File: config.mk
export PLATFORM = sky130hd
export DESIGN_NAME = pingpong_buf_scheduler
export DESIGN_NICKNAME = d
export VERILOG_FILES = /design/src/rtl/pingpong_buf_scheduler.sv
export SDC_FILE = /design/constraint.sdc
export NUM_CORES = 1
export LEC_CHECK = 0
export ABC_AREA = 1
export CAP_MARGIN = 20
export CELL_PAD_IN_SITES_DETAIL_PLACEMENT = 0
export CELL_PAD_IN_SITES_GLOBAL_PLACEMENT = 2
export CORE_ASPECT_RATIO = 0.9
export CORE_UTILIZATION = 33
export DETAILED_ROUTE_END_ITERATION = 7
export DONT_BUFFER_PORTS = 1
export PLACE_DENSITY = 0.81
export SLEW_MARGIN = 20
export SYNTH_ARGS = -nofsm -noshare
export SYNTH_HDL_FRONTEND = slang
export SYNTH_SLANG_ARGS = --single-unit
File: constraint.sdc
create_clock -name clk -period 3.2 [get_ports clk]
set_input_delay 0.32 -clock clk [delete_from_list [all_inputs] [get_ports clk]]
set_output_delay 0.32 -clock clk [all_outputs]
set_load 0.01 [all_outputs]
File: src/rtl/pingpong_buf_scheduler.sv
// Raster timing plus ping-pong line-buffer sequencer: host writes fill one buffer
// while the other drains through the frame mux during active video.
module pingpong_buf_scheduler #(
  parameter int PX_W = 10
) (
  input  logic            clk,
  input  logic            reset,
  input  logic [PX_W-1:0] HBOut,
  input  logic [PX_W-1:0] VBOut,
  input  logic [PX_W-1:0] AIPOut,
  input  logic [PX_W-1:0] AILOut,
  input  logic            wr_valid,
  output logic            wr_ready,
  output logic            WE0,
  output logic            WE1,
  output logic            RE0,
  output logic            RE1,
  output logic            IncAddr0,
  output logic            IncAddr1,
  output logic            ResetAddr0,
  output logic            ResetAddr1,
  output logic            SelBuf0,
  output logic            SelBuf1,
  output logic            SelBlank,
  output logic            IncPx,
  output logic            ResetPx,
  output logic            IncLine,
  output logic            ResetLine,
  output logic            SyncHB,
  output logic            SyncVB,
  output logic            Buf0Empty,
  output logic            Buf1Empty,
  output logic            underrun,
  output logic [5:0]      dbg_state
);

  typedef enum logic [1:0] {
    BUF_EMPTY    = 2'd0,
    BUF_FILLING  = 2'd1,
    BUF_FULL     = 2'd2,
    BUF_DRAINING = 2'd3
  } buf_state_t;

  localparam logic [PX_W:0] ONE_W = 1;

  logic [PX_W-1:0] px, line, wc;
  logic [PX_W-1:0] cfg_hb, cfg_vb, cfg_aip, cfg_ail;
  logic            fp, rp;
  buf_state_t      buf_st [2];

  logic [PX_W:0] lt_sum, ft_sum, lt, ft;
  logic          line_end, frame_end, active;
  buf_state_t    fill_st, drain_st;
  logic          accept, wr_last, rd_first, rd_last, go;
  logic [1:0]    we, re, sel, inc_addr, rst_addr;

  assign lt_sum = {1'b0, cfg_aip} + {1'b0, cfg_hb};
  assign ft_sum = {1'b0, cfg_ail} + {1'b0, cfg_vb};
  assign lt     = (lt_sum == '0) ? ONE_W : lt_sum;
  assign ft     = (ft_sum == '0) ? ONE_W : ft_sum;

  assign line_end  = ({1'b0, px} == (lt - ONE_W));
  assign frame_end = line_end && ({1'b0, line} == (ft - ONE_W));
  assign active    = (px < cfg_aip) && (line < cfg_ail);

  assign fill_st  = buf_st[fp];
  assign drain_st = buf_st[rp];

  // Handshake: a word transfers in any cycle where wr_valid && wr_ready; wr_ready
  // depends only on registered state, and WE/address strobes follow the transfer.
  assign wr_ready = (cfg_aip != '0) && ((fill_st == BUF_EMPTY) || (fill_st == BUF_FILLING));
  assign accept   = wr_valid && wr_ready;
  // >= rather than == keeps a buffer from never completing if AIP shrinks mid-fill.
  assign wr_last  = (({1'b0, wc} + ONE_W) >= {1'b0, cfg_aip});

  assign rd_first = (px == '0);
  assign rd_last  = (({1'b0, px} + ONE_W) == {1'b0, cfg_aip});
  assign go       = active && ((drain_st == BUF_DRAINING) || (rd_first && (drain_st == BUF_FULL)));

  // Fill and drain always target different buffers, so the two paths never collide.
  always_comb begin
    we       = 2'b00;
    re       = 2'b00;
    sel      = 2'b00;
    inc_addr = 2'b00;
    rst_addr = 2'b00;
    if (accept) begin
      we[fp] = 1'b1;
      if (wr_last) rst_addr[fp] = 1'b1;
      else         inc_addr[fp] = 1'b1;
    end
    if (go) begin
      re[rp]  = 1'b1;
      sel[rp] = 1'b1;
      if (rd_last) rst_addr[rp] = 1'b1;
      else         inc_addr[rp] = 1'b1;
    end
  end

  assign WE0        = we[0];
  assign WE1        = we[1];
  assign RE0        = re[0];
  assign RE1        = re[1];
  assign SelBuf0    = sel[0];
  assign SelBuf1    = sel[1];
  assign SelBlank   = !go;
  assign IncAddr0   = inc_addr[0];
  assign IncAddr1   = inc_addr[1];
  assign ResetAddr0 = rst_addr[0];
  assign ResetAddr1 = rst_addr[1];

  assign IncPx     = !line_end;
  assign ResetPx   = line_end;
  assign IncLine   = line_end && !frame_end;
  assign ResetLine = frame_end;
  assign SyncHB    = (px >= cfg_aip);
  assign SyncVB    = (line >= cfg_ail);
  assign Buf0Empty = (buf_st[0] == BUF_EMPTY);
  assign Buf1Empty = (buf_st[1] == BUF_EMPTY);
  assign dbg_state = {buf_st[1], buf_st[0], rp, fp};

  always_ff @(posedge clk or negedge reset) begin
    if (!reset) begin
      px        <= '0;
      line      <= '0;
      wc        <= '0;
      cfg_hb    <= '0;
      cfg_vb    <= '0;
      cfg_aip   <= '0;
      cfg_ail   <= '0;
      fp        <= 1'b0;
      rp        <= 1'b0;
      buf_st[0] <= BUF_EMPTY;
      buf_st[1] <= BUF_EMPTY;
      underrun  <= 1'b0;
    end else begin
      px <= line_end ? '0 : px + 1'b1;
      if (frame_end)     line <= '0;
      else if (line_end) line <= line + 1'b1;

      // Timing config only changes on a frame boundary.
      if (frame_end) begin
        cfg_hb  <= HBOut;
        cfg_vb  <= VBOut;
        cfg_aip <= AIPOut;
        cfg_ail <= AILOut;
      end

      if (accept) begin
        if (wr_last) begin
          wc         <= '0;
          buf_st[fp] <= BUF_FULL;
          fp         <= !fp;
        end else begin
          wc         <= wc + 1'b1;
          buf_st[fp] <= BUF_FILLING;
        end
      end

      if (go) begin
        if (rd_last) begin
          buf_st[rp] <= BUF_EMPTY;
          rp         <= !rp;
        end else if (rd_first) begin
          buf_st[rp] <= BUF_DRAINING;
        end
      end

      if (active && rd_first && (drain_st != BUF_FULL) && (drain_st != BUF_DRAINING))
        underrun <= 1'b1;
    end
  end

endmodule

### Yosys cells after proc, flatten, opt, wreduce, memory -nomap -nowiden

Index checks and enable logic that the tools add are counted.

* add/sub/neg operators: 9
* magnitude comparators: 13
* equality and inequality tests: 8
* muxes and demuxes: 35
* bitwise logic cells: 13
* reductions and logical operators: 31

Operator list (count)
* $mux W10: 4
* $mux W2: 18
* $add A10 B1 Y10 const B: 3
* $add A10 B1 Y11 const B: 2
* $add A10 B10 Y11: 2
* $eq A10 B11 Y1: 2
* $logic_not A11 Y1: 2
* $mux W11: 2
* $sub A11 B1 Y11 const B: 2
* $ge A10 B10 Y1: 2
* $lt A10 B10 Y1: 2
* $mux W4: 5
* $logic_and A1 B1 Y1: 14
* $eq A11 B10 Y1: 1
* $ge A11 B10 Y1: 1
* $logic_not A10 Y1: 1
* $reduce_bool A10 Y1: 1
* $or A2 B2 Y2: 4
* $logic_not A2 Y1: 3
* $logic_not A1 Y1: 5
* $and A2 B2 Y2: 2
* $and A4 B4 Y4: 1
* $demux W2 S1: 2
* $eq A2 B2 Y1 const B: 2
* other kinds (15): 26

* register bits after elaboration: 77
* input port bits: 43
* output and inout bits: 27
* word-level logic and storage cells: 121

### Logic depth before layout (Yosys ltp)

Gate-level depths: netlist (run 1).

* depth in word-level cells: 13
* mapped depth: 27
* mapped depth without buffers: 26

### Worst setup path after synthesis (run 1)

No wires, ideal clock.

* kind: reg2out
* from: register cfg_aip[0]
* to: output port ResetLine
* data arrival time: 3.278 ns
* data required time: 2.880 ns
* setup slack: -0.398 ns
* cell stages (with the launch flop): 21
* path buffers: 0
* path through: dfrtp_1 ha_1 fa_1 nand3_1 nand2_1 nand2_1 nand2_2 xor2_2 nor2_2 nand2_4 nand2_1 inv_1 ha_1 nand3_1 nor3_2 nand2_1 nand2_1 nand2_1 nor2_1 nand4_1 nor3_1

* word-level cells in the longest chain between the ends: 6

RTL lines
* from (decl): line 47 `logic [PX_W-1:0] cfg_hb, cfg_vb, cfg_aip, cfg_ail;`
* from (signal assigned): line 145 `cfg_aip <= AIPOut;`
* $add A10 B10 Y11 *: line 57 `assign lt_sum = {1'b0, cfg_aip} + {1'b0, cfg_hb};`
* $logic_not A11 Y1: line 59 `assign lt = (lt_sum == '0) ? ONE_W : lt_sum;`
* $mux W11 *: line 59
* $sub A11 B1 Y11 *: line 62 `assign line_end = ({1'b0, px} == (lt - ONE_W));`
* $eq A10 B11 Y1 *: line 62
* $logic_and A1 B1 Y1 *: line 63 `assign frame_end = line_end && ({1'b0, line} == (ft - ONE_W));`
* to (decl): line 28 `output logic ResetLine,`

Every way passes the cells marked *; elsewhere a longest branch is shown, timed or not.

### Final worst setup path (run 1)

* from: register cfg_hb[0]
* to: output port IncLine

* word-level cells in the longest chain between the ends: 8

RTL lines
* from (decl): line 47
* from (signal assigned): line 143 `cfg_hb <= HBOut;`
* $add A10 B10 Y11 *: line 57
* $logic_not A11 Y1: line 59
* $mux W11 *: line 59
* $sub A11 B1 Y11 *: line 62
* $eq A10 B11 Y1 *: line 62
* $logic_and A1 B1 Y1: line 63
* $logic_not A1 Y1: line 114 `assign IncLine = line_end && !frame_end;`
* $logic_and A1 B1 Y1 *: line 114
* to (decl): line 27 `output logic IncLine,`

Marks and branches as above.

==> results.json, run 1 <==
{
  "synth.cell_area_um2": 6909,
  "avgSynthCellArea_um2": 6.944,
  "ant_nets": 0,
  "clk_pin_slew_ns": 0.08,
  "synth-edff-count": 0,
  "p_int_uw": 1855,
  "r2r_end": "cfg_aip[7]",
  "die_h_um": 139.3,
  "p_leak_uw": 0.004869,
  "yosysTopAreaCell": "dfrtp_1",
  "clock-sinks": 77,
  "hold_viol_final": 0,
  "io_pins": 70,
  "cts_made_buffers": 9,
  "reg2reg_depth": 27,
  "gp_congestion": 0.8300,
  "setup_viol_count_final": 64,
  "cp-end-kind": "primary output",
  "port_buffers": 0,
  "fin_nets": 1271,
  "hold_depth": 2,
  "min-delay-start": "VBOut[1]",
  "slew_headroom": 0.5405,
  "p_sw_uw": 993.3,
  "finalClockSkew_ns": 0.01398,
  "yosys-top-cells-area": "dfrtp_1 28%, nand2_1 16%, ha_1 10%",
  "clk_path_buf_depth": 2,
  "comb_power_share": 0.219,
  "ys.flop_type": "dfrtp_1",
  "cpMostUsedCell": "nor2_4",
  "required_ns": 2.88,
  "cts_max_level": 3,
  "drtIter0Drc": 304,
  "switching_share": 0.3487,
  "met2_length_um": 10060,
  "route.detailed.wl_per_inst_um": 16.12,
  "core_um2": 20230,
  "rsz0062_at_grt": "yes",
  "grt_pass1_vias": 6539,
  "crit_chain": "ha_2 -> fa_2 -> inv_2 -> nand2_2 -> nor2_4 -> nand3_2 -> nor2_4 -> nand3_2 -> nor2_4 -> nand2_4 -> nand2_4 -> inv_4 -> ha_4 -> nand3_4 -> nor2_4 -> xnor2_2 -> nand2_1 -> nor2_2 -> nand4_1 -> buf_4 -> nor2_4",
  "netlist.area_leader.share": 0.2789,
  "max_freq_ghz": 0.2587,
  "cap_violations": 0,
  "dr.pass1.iters": 5,
  "synth-seq-area-share": 0.2789,
  "violations": "setup timing",
  "hold_end": "cfg_vb[1]",
  "clock-root-buffer": "clkbuf_16",
  "timing.rr.start": "cfg_hb[0]",
  "vias": 6937,
  "yosysWarningCount": 0,
  "p_per_area_nw_per_um2": 287.9,
  "synth_seq_cells": 77,
  "hpwl_um": 16720,
  "critPathMaxFanout": 4,
  "critical_path_class": "reg -> out",
  "synthCells": 995,
  "status": "finished, violations left",
  "cp-start-kind": "flip-flop",
  "peakVddDrop_uv": 325.5,
  "cts_tree": "built",
  "worstMarginPinSlew_ns": 0.6803,
  "die_w_um": 154.5,
  "antenna_cells": 0,
  "max_stage_delay_ns": 0.42,
  "cp.arrival_ns": 3.55,
  "syn2layout_area_growth_pct": 43.17,
  "slew_violations": 0,
  "rrSetupSlack_ns": -0.52,
  "finalCritPeriodShare": 1.208,
  "wl_met1_um": 11610,
  "die_area_um2": 21520,
  "antenna_found_initial": 0,
  "synth_cell_types": 46,
  "grt_max_degree": 78,
  "remaining_drc_errors": 0,
  "cp_slowest_cell": "fa_2",
  "syn-num-nets": 1096,
  "top_layer_used": "met4",
  "viasPerCell": 4.851,
  "drive_gt1_frac": 0.3489,
  "finalWirelength_um": 23050,
  "met3_length_um": 974,
  "timing.final.ws_setup_ns": -0.6659,
  "fp-row-count": 49,
  "hp-class": "in -> reg",
  "grt-ovfl-total": 0,
  "grt_pass1_wl_um": 35320,
  "clk_latency_ns": 0.36,
  "p_total_uw": 2848,
  "fin_util": 0.4889,
  "initial_core_util": 0.3415,
  "synthArstFlopShare": 1.000,
  "grt.total_usage": 0.2133,
  "seq_power_share": 0.396,
  "fin_crit_ns": 3.866,
  "p_clk_frac": 0.385
}
-- worst max-delay path: cells and delay by family, from the launching register on --
family,cells,cell delay [ns]
flops,1,0.38
simple gates,14,1.49
xor+xnor,1,0.21
buf+inv,3,0.32
fa+ha+maj,3,0.79
-- synth_stat cells, drive strengths merged, types with 6 or more instances --
cell type / instances
nand3: 118
nor3: 12
nand3b: 7
inv: 152
xnor2: 8
nor2: 82
nor4: 6
xor2: 39
a21oi: 29
buf: 18
nand4: 30
o21ai: 26
dfrtp: 77
nand2: 309
ha: 56
-- power groups by stage --
stage,Combinational (uW),Clock [uW],Sequential [uW]
after floorplan,337,0,1120
after global placement,457,0,1140
after CTS,519,1120,1120
after global routing,695,1170,1140
after detailed placement,459,0,1140
final,624,1100,1130
-- area by class of cell --
type	instances	area (um2)
clock buffer	9	225.2
clock inverter	7	83.83
fill	2011	10340
inverter	154	585.6
multi-input combinational	742	4991
sequential	77	1932
tap	255	319.1
timing repair buffer	186	1755
-- layer usage --
metal  global-route usage  vias up
met2               0.3263      155
met5                    0        -
met3              0.03114       19
met1               0.3099     3208
li1                     -     3555
met4              0.06201        0
-- logic make-up (layout without fill, tap and decap cells) --
logic type	count (synthesis)	in the layout	share of synthesized area
buffers and inverters	176	356	0.1114
flip-flops	77	77	0.2789
AND/OR/NAND/NOR	568	568	0.3854
adder cells (fa/ha/maj)	58	58	0.1072
AO/OA/AOI/OAI	69	69	0.05542
XOR/XNOR	47	47	0.06175
-- sequential cells by signal (all words and copies together), names as in the netlist --
name       count
cfg_hb        10
dbg_state      4
fp             1
cfg_ail       10
underrun       1
cfg_vb        10
px            10
cfg_aip       10
rp             1
wc            10
line          10
-- layout by cell type, fill, tap and decap left out, drive strengths merged, types with 2 or more instances in the layout --
master / n
clkbuf: 10
inv: 157
xor2: 39
o21bai: 2
xnor2: 8
nand3: 118
a21oi: 29
fa: 2
nand4: 30
dfrtp: 77
nor2: 82
nor3b: 2
o21ai: 26
clkinv: 4
nand3b: 7
a31oi: 2
o211ai: 4
ha: 56
nand2: 309
nor3: 12
nor4: 6
buf: 184
-- worst max-delay path by stage --
stage               slack [ns]          to  cells past startpoint       start
floorplan                -0.20   ResetLine                     19  cfg_aip[0]
detailed placement       -0.40  cfg_aip[3]                     23  cfg_ail[0]
finish                   -0.67     IncLine                     21   cfg_hb[0]
global route             -0.83     IncLine                     21   cfg_hb[0]
CTS                      -0.60     IncLine                     21  cfg_aip[0]
global placement         -0.41  cfg_aip[3]                     23  cfg_ail[0]
-- per-stage QoR --
step / TNS [ns] / setup WS, ns / hold WS [ns] / instance area, um2 / instances
after global placement: -11.78 / -0.4118 / 0.02777 / 8090 / 1351
after global routing: -37.10 / -0.8303 / 0.06742 / 9892 / 1430
after floorplan: -1.914 / -0.1975 / 0.02441 / 6989 / 995
after CTS: -25.48 / -0.5989 / 0.05894 / 9259 / 1405
final: -26.93 / -0.6659 / 0.06953 / 9892 / 1430
after detailed placement: -13.00 / -0.3955 / 0.02698 / 8090 / 1351
-- repair_timing --
action,in CTS,in global routing
gates resized for setup,106,106
cloned,8,1
buffers inserted,29,29
hold buffers,2,0
pin swaps,31,57
setup endpoints to repair,68,70
hold endpoints to repair,77,0
No activity file was read; power rests on OpenSTA's default activity.
==> inputs of run 2 (changes only) <==
CAP_MARGIN = 0   (was 20)
SETUP_SLACK_MARGIN = 0.15   (was not set)
==> run 2 against run 1 <==
The flow still finishes with violations (setup timing). Routed wire length increased by 2.0%. Global-route usage is 0.087 points lower. Clock skew down 0.0011 ns. Cell area increased by 5.2%. Setup slack better by 0.027 ns. Final cell count rose by 1.7%. Core utilization grew 2.6 points. Power is 3.5% higher. Count of clock-buffer cells in the layout unchanged. Maximum frequency up 0.70%. Largest cell class unchanged. Highest routed layer unchanged.
==> results.json, run 2 (synthesis results as in run 1) <==
{
  "dr.pass1.iters": 5,
  "die_w_um": 154.5,
  "seq_power_share": 0.380,
  "hold_viol_final": 0,
  "fin_crit_ns": 3.839,
  "p_int_uw": 1936,
  "syn2layout_area_growth_pct": 50.67,
  "p_sw_uw": 1011,
  "clk_pin_slew_ns": 0.08,
  "finalCritPeriodShare": 1.200,
  "worstMarginPinSlew_ns": 0.6294,
  "antenna_cells": 0,
  "grt_max_degree": 78,
  "drtIter0Drc": 319,
  "comb_power_share": 0.254,
  "violations": "setup timing",
  "antenna_found_initial": 0,
  "timing.rr.start": "cfg_hb[0]",
  "timing.final.ws_setup_ns": -0.6390,
  "required_ns": 2.88,
  "slew_headroom": 0.5759,
  "grt_pass1_vias": 6746,
  "place_ws_ns": -0.3753,
  "die_h_um": 139.3,
  "finalClockSkew_ns": 0.01288,
  "final_common_cell": "nand2_1",
  "hp-class": "in -> reg",
  "die_area_um2": 21520,
  "hpwl_um": 16410,
  "gp_congestion": 0.8683,
  "grt-ovfl-total": 0,
  "critical_path_class": "reg -> out",
  "slew_violations": 0,
  "grt.total_usage": 0.2124,
  "core_um2": 20230,
  "max_freq_ghz": 0.2605,
  "placed_area_um2": 8065,
  "clock-sinks": 77,
  "cts_max_level": 3,
  "r2r_end": "cfg_aip[7]",
  "viasPerCell": 4.817,
  "p_leak_uw": 0.005106,
  "cp-start-kind": "flip-flop",
  "initial_core_util": 0.3415,
  "peakVddDrop_uv": 427.7,
  "fp-row-count": 49,
  "cp-end-kind": "primary output",
  "grt_pass1_wl_um": 35620,
  "cts_tree": "built",
  "p_clk_frac": 0.366,
  "rsz0062_at_grt": "yes",
  "layout_common_cells": "240 x nand2_1, 143 x buf_4, 128 x inv_1",
  "reg2reg_depth": 28,
  "setup.worst_path.end": "ResetLine",
  "critPathMaxFanout": 4,
  "port_buffers": 0,
  "route.detailed.wl_per_inst_um": 16.17,
  "cp.arrival_ns": 3.52,
  "p_per_area_nw_per_um2": 283.1,
  "clk_path_buf_depth": 2,
  "cap_violations": 0,
  "switching_share": 0.3432,
  "status": "finished, violations left",
  "io_pins": 70,
  "remaining_drc_errors": 0,
  "cts_made_buffers": 9,
  "setup_viol_count_final": 64,
  "finalWirelength_um": 23520,
  "fin_nets": 1295,
  "drive_gt1_frac": 0.3803,
  "clock-root-buffer": "clkbuf_16",
  "clk_latency_ns": 0.36,
  "ant_nets": 0,
  "vias": 7004,
  "rrSetupSlack_ns": -0.48,
  "design_area_um2": 10410,
  "crit_start": "cfg_hb[0]"
}
run 2: cell count changes in the layout (fill, tap and decap cells not counted), sizes merged:
cell | previous run | this run
buf | 184 | 205
clkbuf | 10 | 12
clkinv | 4 | 3
clkinvlp | 0 | 1
nand2 | 309 | 310
run 2: per-stage QoR:
| stage | total power [uW] | hold slack, ns | utilization | setup TNS [ns] | cells |
|---|---|---|---|---|---|
| final | 2947 | 0.07395 | 0.5145 | -26.69 | 1454 |
| after global routing | 3105 | 0.06260 | 0.5145 | -39.66 | 1454 |
| after CTS | 2853 | 0.08149 | 0.4631 | -21.84 | 1418 |
| after detailed placement | 1590 | 0.02760 | 0.3986 | -14.24 | 1337 |
| after global placement | 1589 | 0.02786 | 0.3986 | -13.48 | 1337 |
| after floorplan | 1459 | 0.02441 | - | -3.371 | 995 |
run 2: cell type report:
| class | count | area, um2 |
|---|---|---|
| tap | 255 | 319.1 |
| sequential | 77 | 1933 |
| fill | 1954 | 9822 |
| inverter | 154 | 595.6 |
| clock buffer | 9 | 225.2 |
| multi-input combinational | 743 | 5205 |
| timing repair buffer | 209 | 2057 |
| clock inverter | 7 | 75.07 |
run 2: routing by layer:
| metal | routed length [um] | vias to the layer above | track usage |
|---|---|---|---|
| li1 | - | 3602 | - |
| met1 | 11740 | 3265 | 0.3097 |
| met2 | 10680 | 125 | 0.3260 |
| met3 | 895 | 12 | 0.04422 |
| met4 | 198 | 0 | 0.03439 |
| met5 | 0 | - | 0 |
run 2: critical path, cell delays in order, from the launching register on:
cell	delay (ns)
dfrtp_1	0.39
ha_2	0.20
fa_2	0.43
inv_2	0.08
nand2_2	0.06
nor2_4	0.13
nand3_2	0.10
nor2_4	0.10
nand3_2	0.09
nor2_4	0.12
nand2_4	0.06
nand2_4	0.07
inv_4	0.04
ha_4	0.17
nand3_4	0.12
nor3_4	0.06
xor2_2	0.19
nor2_1	0.16
nand4_1	0.23
nor3_2	0.21
buf_4	0.15
run 2: how the worst min path moves through the flow:
| stage | start | endpoint | slack [ns] | cells past startpoint |
|---|---|---|---|---|
| floorplan | reset | cfg_ail[0] | 0.02 | 0 |
| global placement | reset | cfg_hb[2] | 0.03 | 0 |
| detailed placement | reset | cfg_hb[2] | 0.03 | 0 |
| CTS | AILOut[4] | cfg_ail[4] | 0.08 | 2 |
| global route | VBOut[7] | cfg_vb[7] | 0.06 | 2 |
| finish | VBOut[4] | cfg_vb[4] | 0.07 | 2 |
run 2: what timing repair did:
item | CTS | global route
cloned | 6 | 3
endpoints found under the hold margin | 77 | 0
endpoints found under the setup margin | 70 | 74
pin swaps | 25 | 59
buffers inserted | 57 | 33
hold buffers | 2 | 0
resized for setup | 92 | 163
run 2: power groups by stage:
stage / registers, uW / logic [uW] / clock network [uW]
2_1_floorplan: 1120 / 337 / 0
6_report: 1120 / 747 / 1080
4_1_cts: 1120 / 632 / 1110
3_3_place_gp: 1140 / 450 / 0
5_1_grt: 1130 / 831 / 1140
3_5_place_dp: 1140 / 451 / 0
==> inputs of run 3 (changes only) <==
PLACE_DENSITY = 0.78   (was 0.81)
==> run 3 against run 2 <==
The flow still finishes with violations (setup timing). Final cell count decreased by 0.89%. Die area unchanged. Non-clock buffer count decreased by 12. Count of clock-buffer cells in the layout unchanged. Hold slack improved by 0.0049 ns. Register-to-register slack got worse by 0.16 ns. Setup slack got worse by 0.084 ns. Sequential power about the same. Global-route usage increased by 0.41 points. First-iteration DRC count increased by 25%. Clock skew decreased by 0.0033 ns. Largest power group unchanged. Highest routed layer unchanged.
==> results.json, run 3 (synthesis results as in run 1) <==
{
  "slew_violations": 0,
  "nFillCells": 1958,
  "violations": "setup timing",
  "dr.pass1.iters": 4,
  "cts_made_buffers": 9,
  "clock-sinks": 77,
  "layout_common_cells": "250 x nand2_1, 138 x buf_4, 133 x inv_1",
  "route.detailed.wl_per_inst_um": 16.51,
  "critPathMaxFanout": 4,
  "die_h_um": 139.3,
  "finalCritPeriodShare": 1.226,
  "switching_share": 0.3272,
  "antenna_found_initial": 0,
  "drtIter0Drc": 399,
  "max_freq_ghz": 0.2549,
  "clk_pin_slew_ns": 0.07,
  "gp_congestion": 0.8455,
  "drive_gt1_frac": 0.3617,
  "final_common_cell": "nand2_1",
  "fp-row-count": 49,
  "slew_headroom": 0.5592,
  "vias": 6898,
  "core_um2": 20230,
  "hpwl_um": 16500,
  "clk_path_buf_depth": 2,
  "grt_max_degree": 78,
  "placed_cells": 1340,
  "p_sw_uw": 937.0,
  "finalClockSkew_ns": 0.009595,
  "cp-end-kind": "primary output",
  "setup_viol_count_final": 64,
  "cts_tree": "built",
  "initial_core_util": 0.3415,
  "ant_nets": 0,
  "p_total_uw": 2864,
  "viasPerCell": 4.787,
  "antenna_cells": 0,
  "grt_pass1_vias": 6582,
  "die_area_um2": 21520,
  "port_buffers": 0,
  "p_per_area_nw_per_um2": 279.1,
  "fin_cells": 1441,
  "cp.arrival_ns": 3.60,
  "hold_slack_ns": 0.07887,
  "p_int_uw": 1927,
  "clock-root-buffer": "clkbuf_16",
  "cp-start-kind": "flip-flop",
  "status": "finished, violations left",
  "fin_crit_ns": 3.923,
  "hp-class": "in -> reg",
  "p_clk_frac": 0.385,
  "grt-ovfl-total": 0,
  "die_w_um": 154.5,
  "timing.final.ws_setup_ns": -0.7227,
  "finalWirelength_um": 23790,
  "required_ns": 2.88,
  "rsz0062_at_grt": "yes",
  "io_pins": 70,
  "worstMarginPinSlew_ns": 0.6527,
  "comb_power_share": 0.221,
  "grt.total_usage": 0.2166,
  "clk_latency_ns": 0.36,
  "fin_nets": 1282,
  "p_leak_uw": 0.005061,
  "critical_path_class": "reg -> out",
  "peakVddDrop_uv": 425.4,
  "cap_violations": 0,
  "syn2layout_area_growth_pct": 48.52,
  "remaining_drc_errors": 0,
  "hold_viol_final": 0,
  "grt_pass1_wl_um": 35810,
  "cts_max_level": 3,
  "seq_power_share": 0.395
}
run 3: cell count changes in the layout (fill, tap and decap cells not counted), moves of 10 or more:
cell and delta:
nand2_1 +10, nand2_2 -16, nor2_1 -11, nand3_2 +13, ha_1 +13, buf_6 -13, nand3_1 -10, ha_4 -10
run 3: layout make-up:
type / instances / area, um2 / area share
Multi-Input combinational cell: 742 / 5094 / 0.4964
Timing Repair Buffer: 197 / 2021 / 0.1969
Sequential cell: 77 / 1932 / 0.1883
Inverter: 154 / 590.6 / 0.05755
Tap cell: 255 / 319.1 / 0.03109
Clock buffer: 9 / 225.2 / 0.02195
Clock inverter: 7 / 80.08 / 0.007804
run 3: path summary, 6_finish.rpt:
path                             from         end  slack (ns)  depth (start not counted)
min in group asynchronous       reset       px[3]        0.52                          2
max in group asynchronous       reset  cfg_aip[8]        2.26                          2
min reg2reg                 cfg_vb[6]   cfg_vb[6]        0.49                          2
max                        cfg_aip[0]   ResetLine       -0.72                         21
max reg2reg                cfg_aip[0]  cfg_aip[1]       -0.64                         27
min                          VBOut[2]   cfg_vb[2]        0.08                          2
run 3: worst max-delay path, stage by stage, from the launching register on:
cell and delay [ns]:
dfrtp_2 0.46, ha_4 0.18, fa_2 0.40, nand2_2 0.09
nand2_4 0.06, nor2_4 0.11, nand3_2 0.10, nor2_4 0.16
nand3_4 0.09, nor2_4 0.13, nand2_4 0.06, nand2_4 0.06
inv_2 0.04, ha_4 0.16, nand3_4 0.13, nor3_4 0.07
xor2_1 0.19, nor2_1 0.16, nand4_1 0.14, buf_6 0.16
nor3_2 0.14, buf_4 0.14
run 3: layer usage:
layer | wire length (um) | GRT usage | vias to the layer above
li1 | - | - | 3570
met1 | 11750 | 0.3109 | 3186
met2 | 10810 | 0.3372 | 126
met3 | 979 | 0.03862 | 16
met4 | 248 | 0.04742 | 0
met5 | 0 | 0 | -
run 3: repair_timing:
| item | 4_1_cts | 5_1_grt |
|---|---|---|
| resized for setup | 115 | 120 |
| setup endpoints to repair | 70 | 71 |
| cloned | 8 | 4 |
| buffers inserted | 32 | 39 |
| pin swaps | 47 | 64 |
| hold endpoints to repair | 77 | 0 |
| hold buffers | 2 | 0 |
run 3: stage by stage:
step                      setup WS, ns  setup TNS [ns]    util  area [um2]
after floorplan                -0.1975          -3.371       -        7057
after global placement         -0.4434          -17.76  0.3991        8075
after detailed placement       -0.4374          -17.81  0.3991        8075
after CTS                      -0.6611          -29.94  0.4637        9382
after global routing           -0.8876          -47.73  0.5072       10260
final                          -0.7227          -36.37  0.5072       10260
run 3: power by group through the flow:
stage               logic (uW)  registers, uW  clock network, uW
finish                     632           1130               1100
global route               708           1140               1160
CTS                        543           1130               1110
detailed placement         441           1150                  0
global placement           441           1150                  0
floorplan                  337           1120                  0
